==> src/rtl/fixed_decoder_pkg.sv <==
// Shared types and constants for the fixed-order FLAC residual decoder
// and its predictor.
package fixed_decoder_pkg;

    typedef enum logic [1:0] {
        ST_IDLE,
        ST_WARMUP,
        ST_DECODE
    } state_e;

    localparam int MAX_ORDER  = 4;
    localparam int GUARD_BITS = 4;

    localparam logic [2:0] ORDER_0 = 3'd0;
    localparam logic [2:0] ORDER_1 = 3'd1;
    localparam logic [2:0] ORDER_2 = 3'd2;
    localparam logic [2:0] ORDER_3 = 3'd3;
    localparam logic [2:0] ORDER_4 = 3'd4;

endpackage

==> src/rtl/fixed_decoder_if.sv <==
// Block-control and sample-stream bundle between the Rice decoder,
// the fixed-order decoder and the PCM output buffer.
interface fixed_decoder_if #(
    parameter int SAMPLE_WIDTH = 16,
    parameter int RES_WIDTH    = 20
);
    logic                           iStart;
    logic [2:0]                     iOrder;
    logic [15:0]                    iBlockSize;
    logic                           iEnable;
    logic signed [RES_WIDTH-1:0]    iResidual;
    logic signed [SAMPLE_WIDTH-1:0] oSample;
    logic                           oValid;
    logic                           oDone;
    logic                           oBusy;

    modport master (
        output iStart, iOrder, iBlockSize, iEnable, iResidual,
        input  oSample, oValid, oDone, oBusy
    );

    modport slave (
        input  iStart, iOrder, iBlockSize, iEnable, iResidual,
        output oSample, oValid, oDone, oBusy
    );
endinterface

==> src/rtl/fixed_predictor.sv <==
// Combinational fixed-order FLAC predictor: weighted sum of the last four
// samples, widened so no intermediate term can overflow.
module fixed_predictor
    import fixed_decoder_pkg::*;
#(
    parameter int SAMPLE_WIDTH = 16,
    parameter int PRED_WIDTH   = 24
) (
    input  logic [2:0]                     order_i,
    input  logic signed [SAMPLE_WIDTH-1:0] x1_i,
    input  logic signed [SAMPLE_WIDTH-1:0] x2_i,
    input  logic signed [SAMPLE_WIDTH-1:0] x3_i,
    input  logic signed [SAMPLE_WIDTH-1:0] x4_i,
    output logic signed [PRED_WIDTH-1:0]   pred_o
);

    logic signed [PRED_WIDTH-1:0] e1, e2, e3, e4;

    assign e1 = PRED_WIDTH'(x1_i);
    assign e2 = PRED_WIDTH'(x2_i);
    assign e3 = PRED_WIDTH'(x3_i);
    assign e4 = PRED_WIDTH'(x4_i);

    always_comb begin
        pred_o = '0;
        case (order_i)
            ORDER_1: pred_o = e1;
            ORDER_2: pred_o = (e1 <<< 1) - e2;
            ORDER_3: pred_o = (e1 <<< 1) + e1 - (e2 <<< 1) - e2 + e3;
            ORDER_4: pred_o = (e1 <<< 2) - (e2 <<< 2) - (e2 <<< 1) + (e3 <<< 2) - e4;
            default: pred_o = '0;
        endcase
    end

endmodule

==> src/rtl/fixed_decoder.sv <==
// Fixed-order FLAC decoder: turns warm-up samples and residuals back into
// signed PCM samples for one block, one word per cycle, one cycle latency.
module fixed_decoder
    import fixed_decoder_pkg::*;
#(
    parameter int SAMPLE_WIDTH = 16,
    parameter int RES_WIDTH    = 20
) (
    input  logic          iClock,
    input  logic          iReset,
    fixed_decoder_if.slave bus
);

    localparam int EXT_WIDTH = RES_WIDTH + GUARD_BITS;

    state_e                         state_q, state_d;
    logic [2:0]                     order_q, order_d;
    logic [15:0]                    size_q, size_d;
    logic [15:0]                    cnt_q, cnt_d;
    logic [15:0]                    cnt_next;
    logic signed [SAMPLE_WIDTH-1:0] hist_q [4];
    logic signed [SAMPLE_WIDTH-1:0] hist_d [4];
    logic signed [SAMPLE_WIDTH-1:0] sample_q, sample_d;
    logic                           valid_q, valid_d;
    logic                           done_q, done_d;
    logic signed [EXT_WIDTH-1:0]    pred;
    logic signed [SAMPLE_WIDTH-1:0] word;
    logic                           start_ok;

    fixed_predictor #(
        .SAMPLE_WIDTH (SAMPLE_WIDTH),
        .PRED_WIDTH   (EXT_WIDTH)
    ) u_pred (
        .order_i (order_q),
        .x1_i    (hist_q[0]),
        .x2_i    (hist_q[1]),
        .x3_i    (hist_q[2]),
        .x4_i    (hist_q[3]),
        .pred_o  (pred)
    );

    assign start_ok = bus.iStart && (bus.iOrder <= 3'(MAX_ORDER)) && (bus.iBlockSize != '0);
    assign cnt_next = cnt_q + 16'd1;
    // Wrap to sample width: warm-up words are verbatim, others add the prediction.
    assign word = (state_q == ST_WARMUP) ? SAMPLE_WIDTH'(bus.iResidual)
                                         : SAMPLE_WIDTH'(EXT_WIDTH'(bus.iResidual) + pred);

    always_comb begin
        state_d  = state_q;
        order_d  = order_q;
        size_d   = size_q;
        cnt_d    = cnt_q;
        hist_d   = hist_q;
        sample_d = sample_q;
        valid_d  = 1'b0;
        done_d   = 1'b0;

        if (state_q == ST_IDLE || bus.iStart) begin
            // A start in an active block aborts it; any word in that cycle is dropped.
            if (bus.iStart) begin
                state_d = ST_IDLE;
                if (start_ok) begin
                    order_d = bus.iOrder;
                    size_d  = bus.iBlockSize;
                    cnt_d   = '0;
                    for (int unsigned i = 0; i < 4; i++) hist_d[i] = '0;
                    state_d = (bus.iOrder == ORDER_0) ? ST_DECODE : ST_WARMUP;
                end
            end
        end else if (bus.iEnable) begin
            sample_d  = word;
            valid_d   = 1'b1;
            hist_d[3] = hist_q[2];
            hist_d[2] = hist_q[1];
            hist_d[1] = hist_q[0];
            hist_d[0] = word;
            cnt_d     = cnt_next;
            if (cnt_next == size_q) begin
                done_d  = 1'b1;
                state_d = ST_IDLE;
            end else if (state_q == ST_WARMUP && cnt_next == {13'd0, order_q}) begin
                state_d = ST_DECODE;
            end
        end
    end

    always_ff @(posedge iClock) begin
        if (iReset) begin
            state_q  <= ST_IDLE;
            order_q  <= '0;
            size_q   <= '0;
            cnt_q    <= '0;
            for (int unsigned i = 0; i < 4; i++) hist_q[i] <= '0;
            sample_q <= '0;
            valid_q  <= 1'b0;
            done_q   <= 1'b0;
        end else begin
            state_q  <= state_d;
            order_q  <= order_d;
            size_q   <= size_d;
            cnt_q    <= cnt_d;
            hist_q   <= hist_d;
            sample_q <= sample_d;
            valid_q  <= valid_d;
            done_q   <= done_d;
        end
    end

    assign bus.oSample = sample_q;
    assign bus.oValid  = valid_q;
    assign bus.oDone   = done_q;
    assign bus.oBusy   = (state_q != ST_IDLE);

endmodule

==> src/flat_wrapper.sv <==
// flat-port wrapper written by rule: the top's interface ports become plain ports
module fixed_decoder_flat import fixed_decoder_pkg::*;
#(
    parameter int SAMPLE_WIDTH = 16,
    parameter int RES_WIDTH    = 20
)
  (iClock, iReset, bus_iStart, bus_iOrder, bus_iBlockSize, bus_iEnable, bus_iResidual, bus_oSample, bus_oValid, bus_oDone, bus_oBusy);
  fixed_decoder_if #(.SAMPLE_WIDTH(SAMPLE_WIDTH), .RES_WIDTH(RES_WIDTH)) bus_i ();
  input  logic iClock;
  input  logic iReset;
  input wire logic [$bits(bus_i.iStart)-1:0] bus_iStart;
  input wire logic [$bits(bus_i.iOrder)-1:0] bus_iOrder;
  input wire logic [$bits(bus_i.iBlockSize)-1:0] bus_iBlockSize;
  input wire logic [$bits(bus_i.iEnable)-1:0] bus_iEnable;
  input wire logic [$bits(bus_i.iResidual)-1:0] bus_iResidual;
  output wire logic [$bits(bus_i.oSample)-1:0] bus_oSample;
  output wire logic [$bits(bus_i.oValid)-1:0] bus_oValid;
  output wire logic [$bits(bus_i.oDone)-1:0] bus_oDone;
  output wire logic [$bits(bus_i.oBusy)-1:0] bus_oBusy;
  assign bus_i.iStart = bus_iStart;
  assign bus_i.iOrder = bus_iOrder;
  assign bus_i.iBlockSize = bus_iBlockSize;
  assign bus_i.iEnable = bus_iEnable;
  assign bus_i.iResidual = bus_iResidual;
  assign bus_oSample = bus_i.oSample;
  assign bus_oValid = bus_i.oValid;
  assign bus_oDone = bus_i.oDone;
  assign bus_oBusy = bus_i.oBusy;
  fixed_decoder #(.SAMPLE_WIDTH(SAMPLE_WIDTH), .RES_WIDTH(RES_WIDTH)) u_core (.iClock(iClock), .iReset(iReset), .bus(bus_i));
endmodule
==> config.mk <==
export PLATFORM = sky130hd
export DESIGN_NAME = fixed_decoder_flat
export DESIGN_NICKNAME = d
export VERILOG_FILES = /design/src/rtl/fixed_decoder_pkg.sv /design/src/rtl/fixed_decoder_if.sv /design/src/rtl/fixed_predictor.sv /design/src/rtl/fixed_decoder.sv /design/src/flat_wrapper.sv
export SDC_FILE = /design/constraint.sdc
export NUM_CORES = 1
export LEC_CHECK = 0
export BUFFER_PORTS_ARGS = -buffer_cell sky130_fd_sc_hd__buf_2
export CAP_MARGIN = 30
export CELL_PAD_IN_SITES_DETAIL_PLACEMENT = 0
export CELL_PAD_IN_SITES_GLOBAL_PLACEMENT = 1
export CORE_ASPECT_RATIO = 1.2
export CORE_MARGIN = 2
export CORE_UTILIZATION = 51
export CTS_BUF_LIST = sky130_fd_sc_hd__clkbuf_16
export CTS_CLUSTER_DIAMETER = 100
export CTS_CLUSTER_SIZE = 28
export DETAILED_ROUTE_END_ITERATION = 8
export HOLD_SLACK_MARGIN = 0.08
export PLACE_DENSITY_LB_ADDON = 0.1
export RECOVER_POWER = 50
export SETUP_SLACK_MARGIN = 0.15
export SLEW_MARGIN = 25
export SYNTH_ARGS = -nofsm -noshare
export SYNTH_HDL_FRONTEND = slang
export SYNTH_HIERARCHICAL = 1
export SYNTH_SLANG_ARGS = --single-unit
==> constraint.sdc <==
create_clock -name iClock -period 12.14 [get_ports iClock]
set_input_delay 3.035 -clock iClock [delete_from_list [all_inputs] [get_ports iClock]]
set_output_delay 3.035 -clock iClock [all_outputs]
set_load 0.05 [all_outputs]
==> flow_metrics.tcl <==
set metrics [dict create \
    post_cts_buffers 0 \
    setup-violations-final 0 \
    pin_count 62 \
    cts_resized 0 \
    worstPathMaxFanout 79 \
    syn_area_per_cell_sq_um 7.82 \
    clock_latency_ns 0.43 \
    slew_headroom_pct -150 \
    gp_congestion 0.872 \
    grt_overflow 0 \
    start_kind "input pin" \
    finalHoldViolCount 0 \
    crit_path_start "bus_iEnable" \
    finalWorstSetupSlack_ns 5.12 \
    drt_first_pass_iters 5 \
    io_buffers 57 \
    synth_fp_nets 1629 \
    hpwl_um 22100 \
    core_sq_mm 0.0216 \
    via_per_inst 5.62 \
    antenna_left 0 \
    synthCells 1430 \
    start_util_pct 51.7 \
    final-max-slew-violation-count 130 \
    crit_family "buffers and inverters" \
    crit_required_ns 12.42 \
    cp.depth 7 \
    place_ws_ns 5.88 \
    min_period_ns 7.02 \
    slowest_delay_ns 2.60 \
    path_buf_inv 2 \
    fin_crit_sh_pct 57.8 \
    die_w_um 139 \
    routed-via-count 9707 \
    holdPathStages 2 \
    cp_slowest_cell "clkbuf_1" \
    grtUsageTotal_pct 26.1 \
    ys_warn_count 6 \
    cts.sinks 119 \
    min_from "u_core/bus.oSample[2]$_SDFFE_PP0P_" \
    final_core_util_pct 56.1 \
    cts_tree "built" \
    crit_type "input pin to register" \
    p_per_area_mw_per_mm2 106 \
    wl_um 29500 \
    ir_drop_mv 0.0932 \
    fill_cells 2120 \
    r2r_cells 23 \
    htreeDepth 4 \
    critPathArrivalTime_ns 7.30 \
    area_growth_pct 8.40 \
    grt_first_pass_wirelength_um 48800 \
    drc 0 \
    crit_chain "buf_2 -> o21a_1 -> nand2_1 -> clkbuf_1 -> a21oi_1 -> a31oi_1 -> nor2_1" \
    grt_max_degree 81 \
    stdcell_count 1728 \
    first_global_vias 9510 \
    clock.fmax_mhz 143 \
    die_area_sq_mm 0.0231 \
    tightest_slew_ns 3.75 \
    rsz0062_at_grt "no" \
    maxCapViolations 2 \
    fin_setup_tns_ns 0 \
    rows 59 \
    outcome "finished with violations" \
    end_kind "register" \
    root_buffer "clkbuf_16" \
    cts_buffer_depth 2 \
    numCtsBuffers 17 \
    hp-class "register to register" \
    die_y_um 166 \
    clk_pin_slew_ns 0.06 \
    antenna_found_initial 0 \
    fin_skew_ns 0.00902 \
    r2r-start "u_core/hist_q[51]$_SDFFE_PP0P_" \
    cts_hold_buf 0 \
    drtIter0Drc 537 \
    stdcell_area_sq_mm 0.0121 \
    drive_gt1_share_pct 7.16 \
    wire_per_inst_um 17.1 \
    leakagePower_nw 4.96 \
    place_area_sq_mm 0.0116 \
    syn-cell-area_sq_mm 0.0112 \
    violations "max-capacitance violations, max-slew violations" \
    dp.cells 1696 \
    fin_nets 1640 \
]
power breakdown:
part	leakage (nW)	switching [mW]	internal [mW]
registers	0.963	0.0126	0.399
logic	3.71	0.206	0.134
clock network	0.282	0.223	0.308
cells in the final DEF (no fill, tap or decap), types with 21 or more instances in the layout:
master    instances
ha_1             67
nor2_1           77
buf_2            36
clkbuf_1         21
inv_1           221
fa_1             89
dfxtp_1         119
xnor2_1          38
nand3_1          79
a21oi_1         149
o21ai_0          63
xor2_1           25
nand2_1         150
stage by stage:
| stage | hold WS (ns) | total power [mW] |
|---|---|---|
| after floorplan | 0.445 | 0.676 |
| after global placement | 0.441 | 0.754 |
| after detailed placement | 0.446 | 0.756 |
| after CTS | 0.457 | 1.29 |
| after global routing | 0.485 | 1.35 |
| final | 0.457 | 1.28 |
layer usage:
metal	global-route usage [%]	vias to the layer above	part of all wire, %
met1	33.7	4646	45
li1	-	4836	-
met4	7.60	0	2.0
met5	0	-	0
met2	45.5	188	49
met3	3.98	37	3.6
layout make-up:
type	count	area, sq um	share of cell area (%)
antenna	1	2.50	0.0206
clock buffer	17	425	3.51
multi-input combinational	1018	7650	63.1
timing repair buffer	64	324	2.67
inverter	221	830	6.84
tap	274	343	2.83
sequential	119	2380	19.6
clock inverter	14	166	1.37
final timing paths:
| kind | end | slack [ns] |
|---|---|---|
| setup / recovery | u_core/hist_q[48]$_SDFFE_PP0P_ | 5.12 |
| hold / removal | u_core/bus.oSample[2]$_SDFFE_PP0P_ | 0.46 |
| setup reg to reg | u_core/hist_q[61]$_SDFFE_PP0P_ | 5.81 |
| hold reg to reg | u_core/bus.oSample[2]$_SDFFE_PP0P_ | 0.46 |
worst reg2reg max path: cells and delay by family (launching register included):
| kind | cells | cell delay (ns) |
|---|---|---|
| simple gates | 1 | 0.35 |
| buf+inv | 4 | 0.28 |
| compound gates | 10 | 2.34 |
| fa+ha+maj | 5 | 2.27 |
| flops | 1 | 0.57 |
| xor+xnor | 1 | 0.17 |
| mux | 2 | 0.26 |
state kept, by name (all words and copies together) (netlist names):
register            cells
u_core/order_q          3
u_core/bus.oValid       1
u_core/hist_q          64
u_core/size_q          16
u_core/cnt_q           16
u_core/bus.oSample     16
u_core/bus.oDone        1
u_core/state_q          2
(Power assumes the default switching activity.)
